File: config.mk
export PLATFORM = sky130hd
export DESIGN_NAME = multicycle_control_flat
export DESIGN_NICKNAME = d
export VERILOG_FILES = /design/src/rtl/multicycle_control_if.sv /design/src/rtl/multicycle_control.sv /design/src/flat_wrapper.sv
export SDC_FILE = /design/constraint.sdc
export NUM_CORES = 1
export LEC_CHECK = 0
export CORE_MARGIN = 2
export CORE_UTILIZATION = 42
export CTS_CLUSTER_DIAMETER = 150
export DETAILED_ROUTE_END_ITERATION = 6
export GPL_ROUTABILITY_DRIVEN = 0
export GPL_TIMING_DRIVEN = 0
export MAX_ROUTING_LAYER = met4
export PLACE_DENSITY = 0.85
export SETUP_SLACK_MARGIN = 0.3
export SKIP_LAST_GASP = 1
export SLEW_MARGIN = 20
export SYNTH_ARGS = -nofsm -noshare
export SYNTH_HDL_FRONTEND = slang
export SYNTH_SLANG_ARGS = --single-unit
File: constraint.sdc
create_clock -name clk -period 3 [get_ports clk]
set_clock_uncertainty 0.05 [all_clocks]
set_input_delay 0.45 -clock clk [delete_from_list [all_inputs] [get_ports clk]]
set_output_delay 0.45 -clock clk [all_outputs]
set_load 0.01 [all_outputs]
File: src/rtl/multicycle_control_if.sv
//------------------------------------------------------------------------------
// Module      : multicycle_control_if
// Description : Controller <-> datapath bundle for the multicycle ARM-subset
//               core. Carries instruction fields and ALU flags into the
//               controller, and enables and mux selects out to the datapath.
// Revision    : 1.0 - initial release
//------------------------------------------------------------------------------
`timescale 1ns/1ps
`default_nettype none

interface multicycle_control_if;
    // instruction fields and ALU status, supplied by the datapath
    logic [3:0] cond;
    logic [1:0] op;
    logic [5:0] funct;
    logic [3:0] rd;
    logic [3:0] alu_flags;

    // enables and mux selects, driven by the controller
    logic       pc_we;
    logic       ir_we;
    logic       rf_we;
    logic       d_we;
    logic       adr_src;
    logic       alu_src_a;
    logic [1:0] alu_src_b;
    logic [1:0] result_src;
    logic [1:0] imm_src;
    logic [1:0] reg_src;
    logic [1:0] alu_cntrl;
    logic [3:0] flags;
    logic [3:0] state_o;

    modport master (
        input  cond, op, funct, rd, alu_flags,
        output pc_we, ir_we, rf_we, d_we, adr_src, alu_src_a, alu_src_b,
               result_src, imm_src, reg_src, alu_cntrl, flags, state_o
    );

    modport slave (
        output cond, op, funct, rd, alu_flags,
        input  pc_we, ir_we, rf_we, d_we, adr_src, alu_src_a, alu_src_b,
               result_src, imm_src, reg_src, alu_cntrl, flags, state_o
    );
endinterface

`default_nettype wire

File: src/rtl/multicycle_control.sv
//------------------------------------------------------------------------------
// Module      : multicycle_control
// Description : Multicycle controller for the ARM-subset core. Sequences the
//               shared ALU, unified memory and register file over 2-5 cycles
//               per instruction, and owns the NZCV register and the
//               condition-check logic.
// Revision    : 1.0 - initial release
//------------------------------------------------------------------------------
`timescale 1ns/1ps
`default_nettype none

module multicycle_control #(
    parameter logic [3:0] RESET_FLAGS = 4'b0000
) (
    input  wire logic          clk,
    input  wire logic          reset,
    multicycle_control_if.master bus
);

    typedef enum logic [3:0] {
        FETCH    = 4'd0,
        DECODE   = 4'd1,
        MEMADR   = 4'd2,
        MEMREAD  = 4'd3,
        MEMWB    = 4'd4,
        MEMWRITE = 4'd5,
        EXECUTER = 4'd6,
        EXECUTEI = 4'd7,
        ALUWB    = 4'd8,
        BRANCH   = 4'd9
    } state_t;

    state_t     state_q, state_d;
    logic [3:0] flags_q, flags_d;
    logic       cond_ex_q, cond_ex_d;

    logic       cond_ex;
    logic       cmd_ok;
    logic [1:0] cmd_ctl;
    logic       n_f, z_f, c_f, v_f;

    assign {n_f, z_f, c_f, v_f} = flags_q;

    // Condition check against the architectural flags
    always_comb begin
        cond_ex = 1'b0;
        case (bus.cond)
            4'b0000: cond_ex = z_f;
            4'b0001: cond_ex = ~z_f;
            4'b0010: cond_ex = c_f;
            4'b0011: cond_ex = ~c_f;
            4'b0100: cond_ex = n_f;
            4'b0101: cond_ex = ~n_f;
            4'b0110: cond_ex = v_f;
            4'b0111: cond_ex = ~v_f;
            4'b1000: cond_ex = c_f & ~z_f;
            4'b1001: cond_ex = ~c_f | z_f;
            4'b1010: cond_ex = (n_f == v_f);
            4'b1011: cond_ex = (n_f != v_f);
            4'b1100: cond_ex = ~z_f & (n_f == v_f);
            4'b1101: cond_ex = z_f | (n_f != v_f);
            4'b1110: cond_ex = 1'b1;
            default: cond_ex = 1'b0;
        endcase
    end

    // Data-processing cmd to ALU control; unsupported commands become NOPs
    always_comb begin
        cmd_ok  = 1'b1;
        cmd_ctl = 2'b00;
        case (bus.funct[4:1])
            4'b0100: cmd_ctl = 2'b00;
            4'b0010: cmd_ctl = 2'b01;
            4'b0000: cmd_ctl = 2'b10;
            4'b1100: cmd_ctl = 2'b11;
            default: cmd_ok  = 1'b0;
        endcase
    end

    // Per-state datapath controls, next state, and flag/condition updates
    always_comb begin
        state_d        = FETCH;
        flags_d        = flags_q;
        cond_ex_d      = cond_ex_q;
        bus.pc_we      = 1'b0;
        bus.ir_we      = 1'b0;
        bus.rf_we      = 1'b0;
        bus.d_we       = 1'b0;
        bus.adr_src    = 1'b0;
        bus.alu_src_a  = 1'b0;
        bus.alu_src_b  = 2'b00;
        bus.result_src = 2'b00;
        bus.alu_cntrl  = 2'b00;

        case (state_q)
            FETCH: begin
                bus.ir_we      = 1'b1;
                bus.pc_we      = 1'b1;
                bus.alu_src_a  = 1'b1;
                bus.alu_src_b  = 2'b10;
                bus.result_src = 2'b10;
                state_d        = DECODE;
            end
            DECODE: begin
                // ALU produces PC+8 so an R15 read sees the pipelined value
                bus.alu_src_a  = 1'b1;
                bus.alu_src_b  = 2'b10;
                bus.result_src = 2'b10;
                cond_ex_d      = cond_ex;
                case (bus.op)
                    2'b00:   state_d = bus.funct[5] ? EXECUTEI : EXECUTER;
                    2'b01:   state_d = MEMADR;
                    2'b10:   state_d = BRANCH;
                    default: state_d = FETCH;
                endcase
            end
            MEMADR: begin
                bus.alu_src_b = 2'b01;
                state_d       = bus.funct[0] ? MEMREAD : MEMWRITE;
            end
            MEMREAD: begin
                bus.adr_src = 1'b1;
                state_d     = MEMWB;
            end
            MEMWB: begin
                bus.result_src = 2'b01;
                bus.rf_we      = cond_ex_q & (bus.rd != 4'd15);
                bus.pc_we      = cond_ex_q & (bus.rd == 4'd15);
            end
            MEMWRITE: begin
                bus.adr_src = 1'b1;
                bus.d_we    = cond_ex_q;
            end
            EXECUTER, EXECUTEI: begin
                bus.alu_src_b = (state_q == EXECUTEI) ? 2'b01 : 2'b00;
                bus.alu_cntrl = cmd_ctl;
                state_d       = ALUWB;
                if (bus.funct[0] && cond_ex_q && cmd_ok) begin
                    flags_d[3:2] = bus.alu_flags[3:2];
                    // logical ops leave carry and overflow untouched
                    if (!cmd_ctl[1])
                        flags_d[1:0] = bus.alu_flags[1:0];
                end
            end
            ALUWB: begin
                bus.rf_we = cond_ex_q & cmd_ok & (bus.rd != 4'd15);
                bus.pc_we = cond_ex_q & cmd_ok & (bus.rd == 4'd15);
            end
            BRANCH: begin
                bus.alu_src_a  = 1'b1;
                bus.alu_src_b  = 2'b01;
                bus.result_src = 2'b10;
                bus.pc_we      = cond_ex_q;
            end
            default: state_d = FETCH;
        endcase

        // an instruction interrupted by reset must not commit anything
        if (reset) begin
            bus.pc_we = 1'b0;
            bus.ir_we = 1'b0;
            bus.rf_we = 1'b0;
            bus.d_we  = 1'b0;
        end
    end

    // State, flag and latched-condition registers
    always_ff @(posedge clk) begin
        if (reset) begin
            state_q   <= FETCH;
            flags_q   <= RESET_FLAGS;
            cond_ex_q <= 1'b0;
        end else begin
            state_q   <= state_d;
            flags_q   <= flags_d;
            cond_ex_q <= cond_ex_d;
        end
    end

    assign bus.imm_src    = bus.op;
    assign bus.reg_src[0] = (bus.op == 2'b10);
    assign bus.reg_src[1] = (bus.op == 2'b01) & ~bus.funct[0];
    assign bus.flags      = flags_q;
    assign bus.state_o    = state_q;

endmodule

`default_nettype wire

File: src/flat_wrapper.sv
// flat-port wrapper written by rule: the top's interface ports become plain ports
module multicycle_control_flat 
#(
    parameter logic [3:0] RESET_FLAGS = 4'b0000
)
  (clk, reset, bus_cond, bus_op, bus_funct, bus_rd, bus_alu_flags, bus_pc_we, bus_ir_we, bus_rf_we, bus_d_we, bus_adr_src, bus_alu_src_a, bus_alu_src_b, bus_result_src, bus_imm_src, bus_reg_src, bus_alu_cntrl, bus_flags, bus_state_o);
  multicycle_control_if bus_i ();
  input  wire logic clk;
  input  wire logic reset;
  input wire logic [$bits(bus_i.cond)-1:0] bus_cond;
  input wire logic [$bits(bus_i.op)-1:0] bus_op;
  input wire logic [$bits(bus_i.funct)-1:0] bus_funct;
  input wire logic [$bits(bus_i.rd)-1:0] bus_rd;
  input wire logic [$bits(bus_i.alu_flags)-1:0] bus_alu_flags;
  output wire logic [$bits(bus_i.pc_we)-1:0] bus_pc_we;
  output wire logic [$bits(bus_i.ir_we)-1:0] bus_ir_we;
  output wire logic [$bits(bus_i.rf_we)-1:0] bus_rf_we;
  output wire logic [$bits(bus_i.d_we)-1:0] bus_d_we;
  output wire logic [$bits(bus_i.adr_src)-1:0] bus_adr_src;
  output wire logic [$bits(bus_i.alu_src_a)-1:0] bus_alu_src_a;
  output wire logic [$bits(bus_i.alu_src_b)-1:0] bus_alu_src_b;
  output wire logic [$bits(bus_i.result_src)-1:0] bus_result_src;
  output wire logic [$bits(bus_i.imm_src)-1:0] bus_imm_src;
  output wire logic [$bits(bus_i.reg_src)-1:0] bus_reg_src;
  output wire logic [$bits(bus_i.alu_cntrl)-1:0] bus_alu_cntrl;
  output wire logic [$bits(bus_i.flags)-1:0] bus_flags;
  output wire logic [$bits(bus_i.state_o)-1:0] bus_state_o;
  assign bus_i.cond = bus_cond;
  assign bus_i.op = bus_op;
  assign bus_i.funct = bus_funct;
  assign bus_i.rd = bus_rd;
  assign bus_i.alu_flags = bus_alu_flags;
  assign bus_pc_we = bus_i.pc_we;
  assign bus_ir_we = bus_i.ir_we;
  assign bus_rf_we = bus_i.rf_we;
  assign bus_d_we = bus_i.d_we;
  assign bus_adr_src = bus_i.adr_src;
  assign bus_alu_src_a = bus_i.alu_src_a;
  assign bus_alu_src_b = bus_i.alu_src_b;
  assign bus_result_src = bus_i.result_src;
  assign bus_imm_src = bus_i.imm_src;
  assign bus_reg_src = bus_i.reg_src;
  assign bus_alu_cntrl = bus_i.alu_cntrl;
  assign bus_flags = bus_i.flags;
  assign bus_state_o = bus_i.state_o;
  multicycle_control #(.RESET_FLAGS(RESET_FLAGS)) u_core (.clk(clk), .reset(reset), .bus(bus_i));
endmodule
# Yosys cells after proc, flatten, opt, wreduce, memory -nomap -nowiden

Cells that the tools add are included.

Flip-flop bits (word level): 9
Latch bits: 0
RAM bits: 0
ROM bits: 0
Input bits: 22
Word-level logic and storage cells: 87
Memories: 0

Add/subtract/negate cells: 0
Multipliers: 0
Div/mod/pow operators: 0
Magnitude comparators: 0
Equal/unequal tests: 32
Shifts and indexed selects: 0
Muxes and demuxes: 21
Bitwise gates (word level): 16
Reduce and logical (&&, ||, !) cells: 14

Operators by type and width:

| kind                 | count |
|---|---|
| $eq A4 B4 Y1 const B | 11 |
| $eq A4 B3 Y1 const B | 9 |
| $eq A4 B2 Y1 const B | 5 |
| $pmux W4 S5          | 1 |
| $pmux W1 S15         | 1 |
| $logic_not A4 Y1     | 3 |
| $pmux W2 S3          | 2 |
| $pmux W4 S3          | 1 |
| $mux W1              | 11 |
| $and A1 B1 Y1        | 8 |
| $eq A4 B1 Y1 const B | 2 |
| $reduce_or A2 Y1     | 4 |
| $not A1 Y1           | 6 |
| $ne A4 B4 Y1 const B | 1 |
| $pmux W1 S4          | 1 |
| $pmux W2 S2          | 1 |
| $reduce_or A4 Y1     | 1 |
| $mux W3              | 1 |
| $reduce_and A3 Y1    | 1 |
| $reduce_or A3 Y1     | 1 |
| $eq A2 B1 Y1 const B | 1 |
| $eq A2 B2 Y1 const B | 1 |
| $logic_and A1 B1 Y1  | 2 |
| $logic_not A2 Y1     | 1 |
| 6 further kinds      | 7 |

# Depth between registers and ports, before layout

Depth after elaboration: 7
Gate-level depth with buffers: 5

# Worst setup path after synthesis

OpenSTA, ideal clock, no wires.

Kind: input to output
From: in bus_funct[3]
To: out bus_rf_we
Arrival: 1,405 ps
Required time: 2,500 ps
Setup slack: 1,095 ps
Cell stages on the path: 4
Path through: mux2_4 > o31ai_1 > nand3_1 > nor3_1

Word-level cells in the longest chain between the ends: 7

Ends and longest elaborated chain:

| what                                       | RTL line                  | text |
|---|---|---|
| start, declared                            | flat_wrapper.sv:12        | `input wire logic [$bits(bus_i.funct)-1:0] bus_funct;` |
| $eq A4 B3 Y1, or another cell as far along | multicycle_control.sv:71  | `case (bus.funct[4:1])` |
| $reduce_or A4 Y1 (no source line) *        | n/a                       |  |
| $mux W1 *                                  | multicycle_control.sv:71  |  |
| $and A1 B1 Y1 * (2 in a row)               | multicycle_control.sv:146 | `bus.rf_we = cond_ex_q & cmd_ok & (bus.rd != 4'd15);` |
| $pmux W1 S2 *                              | multicycle_control.sv:95  | `case (state_q)` |
| $mux W1 *                                  | multicycle_control.sv:159 | `if (reset) begin` |
| end, declared                              | flat_wrapper.sv:17        | `output wire logic [$bits(bus_i.rf_we)-1:0] bus_rf_we;` |

Every way passes the cells marked *; elsewhere a longest branch is shown, timed or not.

# Worst setup path in the final report

From: in bus_funct[4]
To: out bus_pc_we

Word-level cells in the longest chain between the ends: 7

Ends and longest elaborated chain:

| what                                       | RTL line                  | text |
|---|---|---|
| $eq A4 B3 Y1, or another cell as far along | multicycle_control.sv:71  |  |
| $reduce_or A4 Y1 (no source line) *        | n/a                       |  |
| $mux W1 *                                  | multicycle_control.sv:71  |  |
| $and A1 B1 Y1 * (2 in a row)               | multicycle_control.sv:147 | `bus.pc_we = cond_ex_q & cmd_ok & (bus.rd == 4'd15);` |
| $pmux W1 S4 *                              | multicycle_control.sv:95  |  |
| $mux W1 *                                  | multicycle_control.sv:159 |  |
| end, declared                              | flat_wrapper.sv:15        | `output wire logic [$bits(bus_i.pc_we)-1:0] bus_pc_we;` |

Marks and branches as above.

==> impl_metrics.json <==
{
  "synth_top_cell_by_area": "dfxtp_1",
  "synth_area_um2": 873.3,
  "insertion_delay_ns": 0.26,
  "place_inst": 188,
  "ys_seq_area_share_pct": 20.63,
  "cts.hold.buffers_added": 0,
  "status": "complete, no violations",
  "synth_cells": 119,
  "crit_path_end_kind": "primary output",
  "post-dp-hpwl_um": 1919,
  "wire_per_inst_um": 12.75,
  "relSlewSlack_pct": 71.75,
  "combPwrFrac_pct": 39.5,
  "crit_arrival_ns": 2.04,
  "critPathTopFamily": "buffers and inverters",
  "drive_gt1_share_pct": 12.12,
  "ys_top_cells_by_area": "dfxtp_1 (21%), nor2_1 (6.0%), a21oi_1 (4.6%)",
  "portBuffers": 42,
  "synthAdderAreaFrac_pct": 0,
  "seqPwrFrac_pct": 35.5,
  "drtIter0Drc": 26,
  "ir_drop_mv": 0.1705,
  "diodes": 0,
  "cp_data_required_time_ns": 2.50,
  "p_int_uw": 249.9,
  "vias_per_cell": 5.547,
  "switching_share_pct": 31.70,
  "drc_errors": 0,
  "grt_pass1_wl_um": 4278,
  "period_share_pct": 84.81,
  "cts_inserted_buffers": 3,
  "grt_usage_pct": 22.19,
  "synth.ff_latch_count": 9,
  "slowest_delay_ns": 0.46,
  "synth_fp_nets": 141,
  "grt_antenna_before_repair": 0,
  "std_cell_rows": 16,
  "period_minus_slack_ns": 2.544,
  "hold_viol_final": 0,
  "p_switching_uw": 116.0,
  "finalSetupViolations": 0,
  "yosys_warnings": 0,
  "grt_pass1_vias": 1077,
  "final_cells": 192,
  "start_util_pct": 44.52,
  "core_area_um2": 1962,
  "reg2reg_slack_ns": 1.33,
  "placed_area_um2": 1328,
  "vias": 1065,
  "avgSynthCellArea_um2": 7.339,
  "crit_fanout": 4,
  "hold_path_class": "reg2reg",
  "synth.top_cell.area_share_pct": 20.63,
  "clock_sinks": 9,
  "ys.flop_type": "dfxtp_1",
  "grt_overflow_total": 0,
  "finalWirelength_um": 2448,
  "grt_max_degree": 11,
  "synthToLayoutAreaGrowth_pct": 55.59,
  "hold-worst-slack_ns": 0.5072,
  "cts_root_buffer": "clkbuf_4",
  "synthDistinctLibCells": 42,
  "p_clk_share_pct": 25.0,
  "slew_violations": 0,
  "synthSimpleGateAreaFrac_pct": 40.54,
  "max_freq_mhz": 393.0,
  "powerDensity_nw_per_um2": 269.3,
  "cp_slowest_cell": "clkdlybuf4s50_1",
  "drv_cap": 0,
  "fin_area_um2": 1359,
  "rsz0062_at_grt": "false",
  "crit_buf_inv": 2,
  "synth_edf_count": 0,
  "synth_mux_area_share_pct": 6.304,
  "cts.reportedPaths.clkPinSlew_ns": 0.06,
  "cts_setup_buffers": 0,
  "synth_top_family_by_area": "simple AND/OR/NAND/NOR gates",
  "nNetsFinal": 188,
  "worst_slew_pin_slew_ns": 0.4237,
  "cts_tree": "yes",
  "power_leakage_uw": 0.0005116,
  "die_h_um": 49.60,
  "postRouteAntennaNets": 0,
  "fp.dieW_um": 49.60,
  "fin_util_pct": 69.26,
  "startpoint_type": "primary input",
  "die_area_um2": 2460,
  "synth_compound_area_share_pct": 20.63,
  "synth_xor_area_share_pct": 5.014,
  "htree_num_levels": 1,
  "io_pins": 46,
  "first_pass_iters": 4,
  "synthArstFlopShare_pct": 0,
  "tns_ns": 0,
  "crit_chain": "clkdlybuf4s50_1 -> mux2_4 -> o31ai_2 -> nand4_1 -> a21oi_1 -> dlygate4sd2_1",
  "critPathKind": "in2out",
  "clockBufferDepth": 2
}
==> worst register-to-register path, cell delays in order, from the launching register on <==
cell,delay (ns)
dfxtp_1,0.33
buf_2,0.22
nand3b_2,0.18
or4_4,0.55
o21ai_1,0.13
a21oi_1,0.07
==> routing by layer <==
| layer | vias to the layer above | wire, um | track usage [%] |
|---|---|---|---|
| met5 | - | 0 | - |
| met4 | 0 | 48 | 12.04 |
| met3 | 6 | 136 | 1.818 |
| met2 | 49 | 1135 | 37.56 |
| met1 | 484 | 1128 | 25.93 |
| li1 | 526 | - | - |
==> cell usage in the layout, fill, tap and decap left out, types with 2 or more instances in the layout <==
master           synthesis  final
nand3b_1                 2      2
nor4b_1                  2      2
clkbuf_1                 5      5
a21oi_1                  8      8
nor2b_1                  2      2
nand2_1                  7      7
nor3_1                   7      7
dfxtp_1                  9      9
a21boi_0                 2      2
a31oi_1                  2      2
dlymetal6s2s_1           0      2
nor2_1                  14     14
xnor2_1                  2      2
nand4_1                  2      2
o21ai_1                  2      2
nor3b_1                  2      2
mux2i_1                  4      4
nand3_1                  6      6
clkdlybuf4s50_1          0     38
o211ai_1                 2      2
clkbuf_4                 0      3
buf_2                    3      3
inv_1                    2      2
o21ai_0                  6      6
buf_4                    2      2
xor2_1                   3      3
nand2b_1                 4      4
or3_1                    2      2
==> final timing paths <==
| path | endpoint | from | cells past startpoint |
|---|---|---|---|
| worst min-delay path | u_core.bus.flags[1]$_SDFFE_PP0P_ | u_core.bus.flags[1]$_SDFFE_PP0P_ | 2 |
| worst max register to register | u_core.bus.flags[1]$_SDFFE_PP0P_ | u_core.bus.state_o[2]$_SDFF_PP0_ | 5 |
| worst min register to register | u_core.bus.flags[1]$_SDFFE_PP0P_ | u_core.bus.flags[1]$_SDFFE_PP0P_ | 2 |
| worst max-delay path | bus_pc_we | bus_funct[4] | 6 |
==> registers in the layout, indices dropped and copies added (netlist names) <==
name and flops:
u_core.cond_ex_q 1, u_core.bus.state_o 4, u_core.bus.flags 4
==> kinds of logic after synthesis <==
family	after synthesis
flip-flops	9
XOR/XNOR	5
buffers and inverters	13
AND/OR/NAND/NOR	59
AO/OA/AOI/OAI	28
multiplexers	5
==> area by class of cell <==
cell class,count,area [um2]
timing repair buffer,42,419.2
fill,181,603.1
tap,27,33.78
sequential,9,180.2
inverter,2,7.507
multi-input combinational,97,638.1
buffer,11,52.55
clock buffer,3,22.52
clock inverter,1,5.005
==> power by group through the flow <==
stage	Combinational [uW]	Clock, uW	Sequential, uW
2_1_floorplan	69.9	0	133
3_3_place_gp	142	0	132
3_5_place_dp	144	0	132
4_1_cts	145	95.1	130
5_1_grt	157	100	130
6_report	144	91.6	130
==> cell usage after synthesis, drive strengths merged, types with 2 or more instances <==
| master | n |
|---|---|
| a21oi | 8 |
| nor4b | 2 |
| nor3b | 2 |
| xnor2 | 2 |
| nor2b | 2 |
| nand2 | 7 |
| xor2 | 3 |
| a31oi | 2 |
| nand2b | 4 |
| or3 | 3 |
| buf | 6 |
| a21boi | 2 |
| nor2 | 14 |
| and3b | 2 |
| o21ai | 8 |
| inv | 2 |
| mux2i | 4 |
| o211ai | 2 |
| nand3b | 3 |
| nand4 | 2 |
| clkbuf | 5 |
| dfxtp | 9 |
| nor3 | 7 |
| nand3 | 6 |
==> timing repair <==
action / 4_1_cts / 5_1_grt
setup endpoints to repair: 2 / 3
pin swaps: 0 / 0
hold endpoints to repair: 0 / 0
resized for setup: 3 / 4
==> through the flow <==
stage / setup slack [ns] / power, uW
floorplan: 1.095 / 202.5
global placement: 0.04091 / 273.7
detailed placement: 0.003435 / 276.1
CTS: 0.3434 / 369.5
global route: 0.3582 / 388.3
finish: 0.4557 / 365.9
No activity file was read; power rests on OpenSTA's default activity.
